## config.mk

```make
export PLATFORM = sky130hd
export DESIGN_NAME = port_a_rx
export DESIGN_NICKNAME = d
export VERILOG_FILES = /design/src/rtl/port_a_rx.sv
export SDC_FILE = /design/constraint.sdc
export NUM_CORES = 1
export LEC_CHECK = 0
export ABC_AREA = 0
export CAP_MARGIN = 25
export CORE_UTILIZATION = 40
export DETAILED_ROUTE_END_ITERATION = 12
export GPL_TIMING_DRIVEN = 0
export HOLD_SLACK_MARGIN = 0.1
export PLACE_DENSITY = 0.64
export SETUP_SLACK_MARGIN = 0.02
export SYNTH_ARGS = -nofsm -noshare
export SYNTH_HDL_FRONTEND = slang
export SYNTH_SLANG_ARGS = --single-unit
export TNS_END_PERCENT = 20
```

## constraint.sdc

```tcl
create_clock -name clk -period 5.2 [get_ports clk]
set_input_delay 0.52 -clock clk [delete_from_list [all_inputs] [get_ports clk]]
set_output_delay 0.52 -clock clk [all_outputs]
set_load 0.005 [all_outputs]
```

## src/rtl/port_a_rx.sv

```systemverilog
// Port A burst receiver: sums 15-word weight bursts or loads 8 biases from boot bursts; result at done+2.
// Output register holds under sum_ready=0; a result arriving while it is still full is dropped and flagged.
module port_a_rx (
    input  logic        clk,
    input  logic        rst,
    input  logic        boot_mode,
    input  logic        port_a_start_out,
    input  logic        port_a_done,
    input  logic [31:0] dout_a,
    input  logic [2:0]  burst_id,
    output logic [35:0] sum_out,
    output logic [2:0]  sum_id,
    output logic        sum_valid,
    input  logic        sum_ready,
    input  logic [2:0]  bias_rd_idx,
    output logic [31:0] bias_rd_data,
    output logic        boot_done,
    output logic        frame_err,
    output logic        ovf_err
);

    typedef enum logic [1:0] {IDLE, RECV, CHECK} state_t;

    state_t      state, state_d;
    logic [3:0]  cnt;
    logic [35:0] acc;
    logic        mode_q;
    logic [2:0]  id_q;
    logic        chk_ok;
    logic [31:0] bias [8];

    logic        begin_burst;
    logic        take_word;
    logic        end_burst;
    logic        set_ferr;
    logic        cur_mode;
    logic        bias_we;
    logic [2:0]  bias_wa;
    logic [35:0] word_sx;

    always_ff @(posedge clk) begin
        if (!rst) state <= IDLE;
        else      state <= state_d;
    end

    always_comb begin
        state_d     = state;
        begin_burst = 1'b0;
        take_word   = 1'b0;
        end_burst   = 1'b0;
        set_ferr    = 1'b0;
        case (state)
            IDLE: begin
                if (port_a_start_out) begin
                    begin_burst = 1'b1;
                    state_d     = RECV;
                end
            end
            RECV: begin
                // A new start abandons the partial burst and restarts from word 0
                if (port_a_start_out) begin
                    begin_burst = 1'b1;
                    set_ferr    = 1'b1;
                end else if (port_a_done) begin
                    end_burst = 1'b1;
                    set_ferr  = (cnt != 4'd15);
                    state_d   = CHECK;
                end else if (cnt == 4'd15) begin
                    set_ferr = 1'b1;
                    state_d  = IDLE;
                end else begin
                    take_word = 1'b1;
                end
            end
            CHECK:   state_d = IDLE;
            default: state_d = IDLE;
        endcase
    end

    // The counter value in a RECV cycle is the index of the word on dout_a
    assign cur_mode = begin_burst ? boot_mode : mode_q;
    assign bias_we  = cur_mode && (begin_burst || (take_word && (cnt < 4'd8)));
    assign bias_wa  = begin_burst ? 3'd0 : cnt[2:0];
    assign word_sx  = {{4{dout_a[31]}}, dout_a};

    always_ff @(posedge clk) begin
        if (!rst) begin
            cnt          <= '0;
            acc          <= '0;
            mode_q       <= 1'b0;
            id_q         <= '0;
            chk_ok       <= 1'b0;
            sum_out      <= '0;
            sum_id       <= '0;
            sum_valid    <= 1'b0;
            boot_done    <= 1'b0;
            frame_err    <= 1'b0;
            ovf_err      <= 1'b0;
            bias_rd_data <= '0;
            for (int i = 0; i < 8; i++) bias[i] <= '0;
        end else begin
            boot_done    <= 1'b0;
            bias_rd_data <= bias[bias_rd_idx];

            if (begin_burst) begin
                cnt    <= 4'd1;
                mode_q <= boot_mode;
                id_q   <= burst_id;
                if (!boot_mode) acc <= word_sx;
            end else if (state == RECV && cnt != 4'd15) begin
                cnt <= cnt + 4'd1;
            end

            if (take_word && !mode_q) acc <= acc + word_sx;
            if (bias_we)              bias[bias_wa] <= dout_a;
            if (set_ferr)             frame_err <= 1'b1;
            if (end_burst)            chk_ok <= (cnt == 4'd15);

            if (sum_valid && sum_ready) sum_valid <= 1'b0;

            // A load in the same cycle as a handshake overrides the clear above
            if (state == CHECK && chk_ok) begin
                if (mode_q) begin
                    boot_done <= 1'b1;
                end else if (!sum_valid || sum_ready) begin
                    sum_out   <= acc;
                    sum_id    <= id_q;
                    sum_valid <= 1'b1;
                end else begin
                    ovf_err <= 1'b1;
                end
            end
        end
    end

endmodule
```

==> report_table.html, run 1 <==
<table>
<tr><th>Metric</th><th>Value</th></tr>
<tr><th colspan="2">Setup path</th></tr>
<tr><td>Required time worst endpoint</td><td>5.46 ns</td></tr>
<tr><td>CP Cell Sequence</td><td>clkbuf_1 -&gt; nand3_1 -&gt; ha_1 -&gt; nand2_1 -&gt; nor2_1 -&gt; nand4_1 -&gt; nor3b_1 -&gt; nand2b_2 -&gt; buf_12</td></tr>
<tr><td>Critical setup path kind</td><td>reg -&gt; reg</td></tr>
<tr><td>Kind of capture point of the worst setup path</td><td>flop</td></tr>
<tr><td>Critical path buffers and inverters</td><td>2</td></tr>
<tr><td>Delay of the slowest critical-path stage</td><td>0.81 ns</td></tr>
<tr><td>Slowest library cell on the worst path</td><td>nor3b_1</td></tr>
<tr><td>Type of element launching the critical path</td><td>flop</td></tr>
<tr><td>Critical Path Fanout Max</td><td>23</td></tr>
<tr><td>Cell class contributing the biggest share of worst-path delay</td><td>simple AND/OR/NAND/NOR gates</td></tr>
<tr><td>Arrival time reported for the critical path endpoint</td><td>3.70 ns</td></tr>
<tr><th colspan="2">CTS</th></tr>
<tr><td>CTS tree</td><td>done</td></tr>
<tr><td>Clock transition time at the flip-flop clock pins of the worst setup and hold paths</td><td>0.06 ns</td></tr>
<tr><td>Number of clock sinks</td><td>378</td></tr>
<tr><td>Clk Latency, worst-skew pair</td><td>0.57 ns</td></tr>
<tr><td>Root buffer cell</td><td>clkbuf_16</td></tr>
<tr><td>Post-CTS sizing</td><td>0</td></tr>
<tr><td>Hold-fix buffers at CTS</td><td>0</td></tr>
<tr><td>Maximum level of the CTS H-tree</td><td>2</td></tr>
<tr><td>Number of buffers added for setup after CTS</td><td>0</td></tr>
<tr><td>CTS Buffer Depth</td><td>3</td></tr>
<tr><td>CTS Buf Count</td><td>43</td></tr>
<tr><th colspan="2">Floorplan</th></tr>
<tr><td>Area of the placeable core</td><td>44200 sq um</td></tr>
<tr><td>Number of top-level design ports</td><td>119</td></tr>
<tr><td>Die X</td><td>214 um</td></tr>
<tr><td>Die Footprint</td><td>45700 sq um</td></tr>
<tr><td>Starting density of the core</td><td>0.406</td></tr>
<tr><td>Number of core rows</td><td>77</td></tr>
<tr><td>Chip height</td><td>214 um</td></tr>
<tr><th colspan="2">Yosys</th></tr>
<tr><td>Number of synthesized flops with an enable pin</td><td>256</td></tr>
<tr><td>Mean post-synth cell area</td><td>11.9 sq um</td></tr>
<tr><td>Ys flop type</td><td>edfxtp_1</td></tr>
<tr><td>Total of warnings raised by yosys</td><td>0</td></tr>
<tr><td>Number of nets in the synthesized netlist</td><td>1589</td></tr>
<tr><td>Number of different library cells in the post-synthesis netlist</td><td>72</td></tr>
<tr><td>Register bit total from synthesis</td><td>378</td></tr>
<tr><td>Post-Synthesis Cell Area</td><td>17900 sq um</td></tr>
<tr><td>Register area share after synthesis</td><td>0.565</td></tr>
<tr><td>Share of flip-flops with an asynchronous set or reset</td><td>0</td></tr>
<tr><td>Number of cells produced by synthesis</td><td>1507</td></tr>
<tr><th colspan="2">Route</th></tr>
<tr><td>Routed vias</td><td>12300</td></tr>
<tr><td>1st-pass router iterations</td><td>5</td></tr>
<tr><td>WL final</td><td>49.8 mm</td></tr>
<tr><td>Antenna violation net count after detailed routing</td><td>0</td></tr>
<tr><td>DRC marker count from the first detailed-route iteration</td><td>908</td></tr>
<tr><td>Wire length per cell after detailed routing</td><td>21.7 um</td></tr>
<tr><td>DR vias/cell</td><td>5.36</td></tr>
<tr><td>Number of design rule violations left after detail routing</td><td>0</td></tr>
<tr><th colspan="2">Cells and area</th></tr>
<tr><td>Layout Area Growth over Synthesis</td><td>19.2%</td></tr>
<tr><td>Layout Cells excl Fill</td><td>2300</td></tr>
<tr><td>Combined area of the multi-input logic cells</td><td>7320 sq um</td></tr>
<tr><td>Most frequent cells in the layout</td><td>256 x edfxtp_1, 255 x and2_1, 174 x nand2_1</td></tr>
<tr><td>Number of inserted diodes</td><td>0</td></tr>
<tr><td>Share of cells above drive strength 1</td><td>0.107</td></tr>
<tr><td>FF+latch area</td><td>10100 sq um</td></tr>
<tr><td>Total of fill cells in the finished design</td><td>3962</td></tr>
<tr><td>Most common cell after layout, fill and taps aside</td><td>edfxtp_1</td></tr>
<tr><td>Nets@finish</td><td>1757</td></tr>
<tr><th colspan="2">Placement</th></tr>
<tr><td>Final weighted congestion of routability-driven global placement</td><td>0.913</td></tr>
<tr><td>Pre-CTS worst setup slack</td><td>0.989 ns</td></tr>
<tr><td>DP Wirelength</td><td>34.3 mm</td></tr>
<tr><td>Placed cell count</td><td>2221</td></tr>
<tr><td>Buffers added on ports</td><td>114</td></tr>
<tr><th colspan="2">GRT</th></tr>
<tr><td>Pin count of the biggest net entering global routing</td><td>26</td></tr>
<tr><td>Number of global-route vias before repair</td><td>12300</td></tr>
<tr><td>Grt total ovfl</td><td>0</td></tr>
<tr><td>First-pass GRT wire length</td><td>74.3 mm</td></tr>
<tr><td>Antenna violations before repair</td><td>0</td></tr>
<tr><td>Global-route usage over all layers</td><td>0.222</td></tr>
<tr><th colspan="2">Power and ir drop</th></tr>
<tr><td>Static Leak</td><td>7.90 nW</td></tr>
<tr><td>Maximum VDD drop</td><td>0.205 mV</td></tr>
<tr><td>Pwr Density</td><td>330 nW/um^2</td></tr>
<tr><th colspan="2">Timing</th></tr>
<tr><td>Setup repair after global routing missed its margin</td><td>no</td></tr>
<tr><td>Fin. max-slew vios</td><td>0</td></tr>
<tr><td>Maximum clock rate</td><td>290 MHz</td></tr>
<tr><td>Final Hold Vio Count</td><td>0</td></tr>
<tr><td>Slew @ Worst Pin</td><td>1.00 ns</td></tr>
<tr><td>Final period utilization</td><td>0.663</td></tr>
<tr><td>Worst setup slack after layout</td><td>1.75 ns</td></tr>
<tr><td>Worst max-slew margin expressed relative to the limit</td><td>0.330</td></tr>
<tr><td>Number of setup violations in the final report</td><td>0</td></tr>
<tr><td>Post-layout min period</td><td>3.45 ns</td></tr>
<tr><td>Clock Skew</td><td>0.0180 ns</td></tr>
<tr><th colspan="2">Hold path</th></tr>
<tr><td>Worst min path class</td><td>in -&gt; reg</td></tr>
<tr><th colspan="2">Outcome</th></tr>
<tr><td>Status</td><td>completed</td></tr>
<tr><th colspan="2">Flow run</th></tr>
<tr><td>Max-Cap Viols</td><td>0</td></tr>
</table>
## metrics by stage
stage | setup TNS [ns] | utilization | hold slack (ns) | power [mW] | cell area [sq um]
6_report | 0 | 0.484 | 0.380 | 7.07 | 21400
5_1_grt | 0 | 0.484 | 0.389 | 7.29 | 21400
4_1_cts | 0 | 0.483 | 0.352 | 7.12 | 21400
3_5_place_dp | 0 | 0.453 | 0.446 | 4.16 | 20000
3_3_place_gp | -64.38 | 0.448 | 0.444 | 4.14 | 19800
2_1_floorplan | 0 | - | 0.429 | 3.87 | 17900
## cell families (layout without fill, tap and decap cells)
family,Yosys count,after routing,synth area share
buffers and inverters,107,308,0.0287
AOI/OAI and AO/OA,227,227,0.0817
and+or+nand+nor,628,628,0.183
xor gates and xnor gates,25,25,0.0122
adders and majority gates,38,38,0.0269
muxes,104,104,0.103
DFF,378,378,0.565
## routing by layer
layer | part of all wire | vias up | track usage
met2 | 0.48 | 404 | 0.369
met5 | 0 | - | 0
li1 | - | 5789 | -
met3 | 0.067 | 57 | 0.0372
met1 | 0.43 | 6087 | 0.299
met4 | 0.019 | 0 | 0.0608
## state kept, by name, indices dropped and copies added, names as in the netlist
register / flops
sum_out: 36
sum_valid: 1
bias_rd_data: 32
bias: 256
acc: 36
sum_id: 3
frame_err: 1
ovf_err: 1
cnt: 4
state: 2
chk_ok: 1
boot_done: 1
id_q: 3
mode_q: 1
## power breakdown
group / internal [mW] / switching [mW]
Sequential: 3.32 / 0.0452
Clock: 1.71 / 1.26
Combinational: 0.311 / 0.427
## synth_stat cells, drive strengths merged (5+ instances only)
library cell	instances	area, sq um
a311oi	15	131
xor2	6	52.6
mux4	64	1440
dfxtp	122	2440
nor3	19	95.1
mux2i	39	390
o21a	12	90.1
inv	10	37.5
or2	5	31.3
or3	8	50.1
nor2	91	342
nand3	20	105
nor4	7	43.8
buf	21	131
o211ai	8	60.1
a211oi	8	65.1
nand2	176	666
nor2b	5	31.3
a21oi	108	552
nand4	10	83.8
o21ai	22	118
edfxtp	256	7690
xnor2	19	166
and2	255	1600
nand2b	14	87.6
ha	37	463
a21o	21	158
and3	5	31.3
clkbuf	76	347
## area by class of cell
cell class / instances / area share
well taps: 592 / 0.0346
repair buffers: 123 / 0.0619
multi-input cells: 1022 / 0.342
flip-flops and latches: 378 / 0.474
plain buffers: 97 / 0.0223
clock inverters: 23 / 0.00983
inverters: 10 / 0.00176
clock buffers: 55 / 0.0534
## final timing paths
kind / depth (start not counted) / startpoint / endpoint / slack, ns
min: 3 / rst / acc[31]$_SDFFE_PN0P_ / 0.38
max: 9 / cnt[2]$_SDFFE_PP0P_ / bias[5][25]$_SDFFCE_PN0P_ / 1.75
min reg2reg: 2 / frame_err$_SDFFE_PN0P_ / frame_err$_SDFFE_PN0P_ / 0.45
max reg2reg: 9 / cnt[2]$_SDFFE_PP0P_ / bias[5][25]$_SDFFCE_PN0P_ / 1.75
## worst register-to-register path, cell delays in order, from the launching register on
cell,delay (ns)
dfxtp_1,0.32
clkbuf_1,0.22
nand3_1,0.22
ha_1,0.17
nand2_1,0.10
nor2_1,0.14
nand4_1,0.33
nor3b_1,0.81
nand2b_2,0.54
buf_12,0.27
(Power assumes the default switching activity.)
==> run 2, diff against run 1 <==
==> constraint.sdc (replaced) <==
create_clock -name clk -period 3.3 [get_ports clk]
set_input_delay 0.33 -clock clk [delete_from_list [all_inputs] [get_ports clk]]
set_output_delay 0.33 -clock clk [all_outputs]
set_load 0.005 [all_outputs]
==> report_table.html, run 2 (synthesis results as in run 1) <==
<table>
<tr><th>Metric</th><th>Value</th></tr>
<tr><th colspan="2">Placement</th></tr>
<tr><td>Final weighted congestion of routability-driven global placement</td><td>0.928</td></tr>
<tr><td>DP Wirelength</td><td>34.7 mm</td></tr>
<tr><td>Area after detailed placement</td><td>20000 sq um</td></tr>
<tr><td>Buffers added on ports</td><td>114</td></tr>
<tr><th colspan="2">Route</th></tr>
<tr><td>WL final</td><td>49.7 mm</td></tr>
<tr><td>Number of design rule violations left after detail routing</td><td>0</td></tr>
<tr><td>Routed vias</td><td>12400</td></tr>
<tr><td>Wire length per cell after detailed routing</td><td>21.6 um</td></tr>
<tr><td>DR vias/cell</td><td>5.37</td></tr>
<tr><td>1st-pass router iterations</td><td>5</td></tr>
<tr><td>DRC marker count from the first detailed-route iteration</td><td>867</td></tr>
<tr><td>Antenna violation net count after detailed routing</td><td>0</td></tr>
<tr><th colspan="2">GRT</th></tr>
<tr><td>Global-route usage over all layers</td><td>0.224</td></tr>
<tr><td>Pin count of the biggest net entering global routing</td><td>28</td></tr>
<tr><td>Antenna violations before repair</td><td>1</td></tr>
<tr><td>Number of global-route vias before repair</td><td>12500</td></tr>
<tr><td>First-pass GRT wire length</td><td>75.1 mm</td></tr>
<tr><td>Grt total ovfl</td><td>0</td></tr>
<tr><th colspan="2">Timing</th></tr>
<tr><td>Maximum clock rate</td><td>307 MHz</td></tr>
<tr><td>Clock Skew</td><td>0.0260 ns</td></tr>
<tr><td>Final-layout worst hold slack</td><td>0.188 ns</td></tr>
<tr><td>Slew @ Worst Pin</td><td>1.00 ns</td></tr>
<tr><td>Final period utilization</td><td>0.987</td></tr>
<tr><td>Fin. max-slew vios</td><td>0</td></tr>
<tr><td>Number of setup violations in the final report</td><td>0</td></tr>
<tr><td>Worst max-slew margin expressed relative to the limit</td><td>0.331</td></tr>
<tr><td>Final Hold Vio Count</td><td>0</td></tr>
<tr><td>Post-layout min period</td><td>3.26 ns</td></tr>
<tr><td>Setup repair after global routing missed its margin</td><td>yes</td></tr>
<tr><th colspan="2">CTS</th></tr>
<tr><td>CTS Buffer Depth</td><td>3</td></tr>
<tr><td>CTS tree</td><td>done</td></tr>
<tr><td>CTS Buf Count</td><td>43</td></tr>
<tr><td>Hold-fix buffers at CTS</td><td>0</td></tr>
<tr><td>Number of buffers added for setup after CTS</td><td>0</td></tr>
<tr><td>Root buffer cell</td><td>clkbuf_16</td></tr>
<tr><td>Clk Latency, worst-skew pair</td><td>0.57 ns</td></tr>
<tr><td>Clock transition time at the flip-flop clock pins of the worst setup and hold paths</td><td>0.06 ns</td></tr>
<tr><td>Maximum level of the CTS H-tree</td><td>2</td></tr>
<tr><td>Number of clock sinks</td><td>378</td></tr>
<tr><th colspan="2">Cells and area</th></tr>
<tr><td>Largest registers ranked by flip-flop count</td><td>bias x256, acc x36, sum_out x36</td></tr>
<tr><td>Non-Filler Cell Area, Final</td><td>21400 sq um</td></tr>
<tr><td>Most frequent cells in the layout</td><td>256 x edfxtp_1, 255 x and2_1, 174 x nand2_1</td></tr>
<tr><td>Nets@finish</td><td>1756</td></tr>
<tr><td>Flip-flop count of the largest register, all copies and words added</td><td>256</td></tr>
<tr><td>Most common cell after layout, fill and taps aside</td><td>edfxtp_1</td></tr>
<tr><td>Total of fill cells in the finished design</td><td>3978</td></tr>
<tr><td>Layout Area Growth over Synthesis</td><td>19.4%</td></tr>
<tr><td>Largest reg by FF count</td><td>bias</td></tr>
<tr><td>Share of cells above drive strength 1</td><td>0.107</td></tr>
<tr><th colspan="2">Floorplan</th></tr>
<tr><td>Chip height</td><td>214 um</td></tr>
<tr><td>Starting density of the core</td><td>0.406</td></tr>
<tr><td>Die X</td><td>214 um</td></tr>
<tr><td>Area of the placeable core</td><td>44200 sq um</td></tr>
<tr><td>Number of top-level design ports</td><td>119</td></tr>
<tr><td>Number of core rows</td><td>77</td></tr>
<tr><td>Die Footprint</td><td>45700 sq um</td></tr>
<tr><th colspan="2">Setup path</th></tr>
<tr><td>Cell depth of the worst flop-to-flop path</td><td>9</td></tr>
<tr><td>CP Cell Sequence</td><td>clkbuf_1 -&gt; nand3_1 -&gt; ha_1 -&gt; nand2_1 -&gt; nor2_1 -&gt; nand4_1 -&gt; nor3_1 -&gt; nand2b_2 -&gt; buf_12</td></tr>
<tr><td>Type of element launching the critical path</td><td>flop</td></tr>
<tr><td>Required time worst endpoint</td><td>3.54 ns</td></tr>
<tr><td>R2r startpoint</td><td>cnt[2]$_SDFFE_PP0P_</td></tr>
<tr><td>Reg2Reg Capture Point</td><td>bias[1][30]$_SDFFCE_PN0P_</td></tr>
<tr><td>Flop-to-flop setup slack</td><td>0.04 ns</td></tr>
<tr><td>Slowest library cell on the worst path</td><td>nor3_1</td></tr>
<tr><td>Arrival time reported for the critical path endpoint</td><td>3.50 ns</td></tr>
<tr><td>Kind of capture point of the worst setup path</td><td>flop</td></tr>
<tr><td>Delay of the slowest critical-path stage</td><td>0.72 ns</td></tr>
<tr><td>Critical setup path kind</td><td>reg -&gt; reg</td></tr>
<tr><td>Critical Path Fanout Max</td><td>27</td></tr>
<tr><th colspan="2">Hold path</th></tr>
<tr><td>Worst hold path cell count</td><td>3</td></tr>
<tr><td>Hold Crit Endpoint</td><td>acc[28]$_SDFFE_PN0P_</td></tr>
<tr><td>Startpoint of the most critical hold path</td><td>rst</td></tr>
<tr><td>Worst min path class</td><td>in -&gt; reg</td></tr>
<tr><th colspan="2">Flow run</th></tr>
<tr><td>Max-Cap Viols</td><td>0</td></tr>
<tr><th colspan="2">Power and ir drop</th></tr>
<tr><td>Maximum VDD drop</td><td>0.323 mV</td></tr>
<tr><td>Pwr Density</td><td>521 nW/um^2</td></tr>
<tr><td>Static Leak</td><td>7.91 nW</td></tr>
<tr><th colspan="2">Outcome</th></tr>
<tr><td>Status</td><td>completed</td></tr>
</table>
[run 2: per-stage QoR]
stage | power (mW) | util | setup WS (ns) | TNS, ns | instances
CTS | 11.2 | 0.484 | 0.0454 | 0 | 2300
detailed placement | 6.56 | 0.453 | -0.630 | -68.09 | 2221
finish | 11.2 | 0.485 | 0.0442 | 0 | 2301
floorplan | 6.10 | - | 0.157 | 0 | 1507
global route | 11.5 | 0.485 | -0.182 | -13.39 | 2300
global placement | 6.52 | 0.448 | -1.90 | -314.72 | 2213
[run 2: cell type report]
| type | count | area (sq um) | share of cell area |
|---|---|---|---|
| diodes | 1 | 2.50 | 0.000117 |
| plain buffers | 97 | 480 | 0.0224 |
| clock inverters | 4 | 70.1 | 0.00327 |
| multi-input cells | 1022 | 7350 | 0.343 |
| well taps | 592 | 741 | 0.0346 |
| clock buffers | 75 | 1300 | 0.0606 |
| repair buffers | 122 | 1320 | 0.0614 |
| inverters | 10 | 37.5 | 0.00175 |
| flip-flops and latches | 378 | 10100 | 0.473 |
[run 2: how the worst max path moves through the flow]
stage	start	endpoint	slack [ns]	depth (start not counted)
finish	cnt[2]$_SDFFE_PP0P_	bias[1][30]$_SDFFCE_PN0P_	0.04	9
global route	cnt[2]$_SDFFE_PP0P_	bias[2][30]$_SDFFCE_PN0P_	-0.18	9
CTS	cnt[2]$_SDFFE_PP0P_	bias[3][30]$_SDFFCE_PN0P_	0.05	9
detailed placement	port_a_start_out	bias[3][24]$_SDFFCE_PN0P_	-0.63	7
global placement	port_a_start_out	bias[7][24]$_SDFFCE_PN0P_	-1.90	5
floorplan	cnt[2]$_SDFFE_PP0P_	bias[7][0]$_SDFFCE_PN0P_	0.16	7
[run 2: power by group]
part,switching (mW),internal [mW]
Sequential,0.0697,5.23
Clock,1.89,2.81
Combinational,0.672,0.490
[run 2: layer usage]
layer | routed length, um | global-route usage | up-vias
met2 | 24300 | 0.379 | 429
met1 | 21000 | 0.293 | 6076
met3 | 3270 | 0.0372 | 80
li1 | - | - | 5767
met5 | 0 | 0 | -
met4 | 1170 | 0.0702 | 0
[run 2: critical path: cells and delay by family, from the launching register on]
kind / cells / cell delay [ns]
adder cells (fa/ha/maj): 1 / 0.17
buffers and inverters: 2 / 0.50
flip-flops: 1 / 0.32
AND/OR/NAND/NOR: 6 / 1.92
[run 2: repair_timing]
| action | CTS | global route |
|---|---|---|
| resized for setup | 4 | 4 |
| endpoints found under the hold margin | 0 | 0 |
| setup endpoints to repair | 82 | 172 |
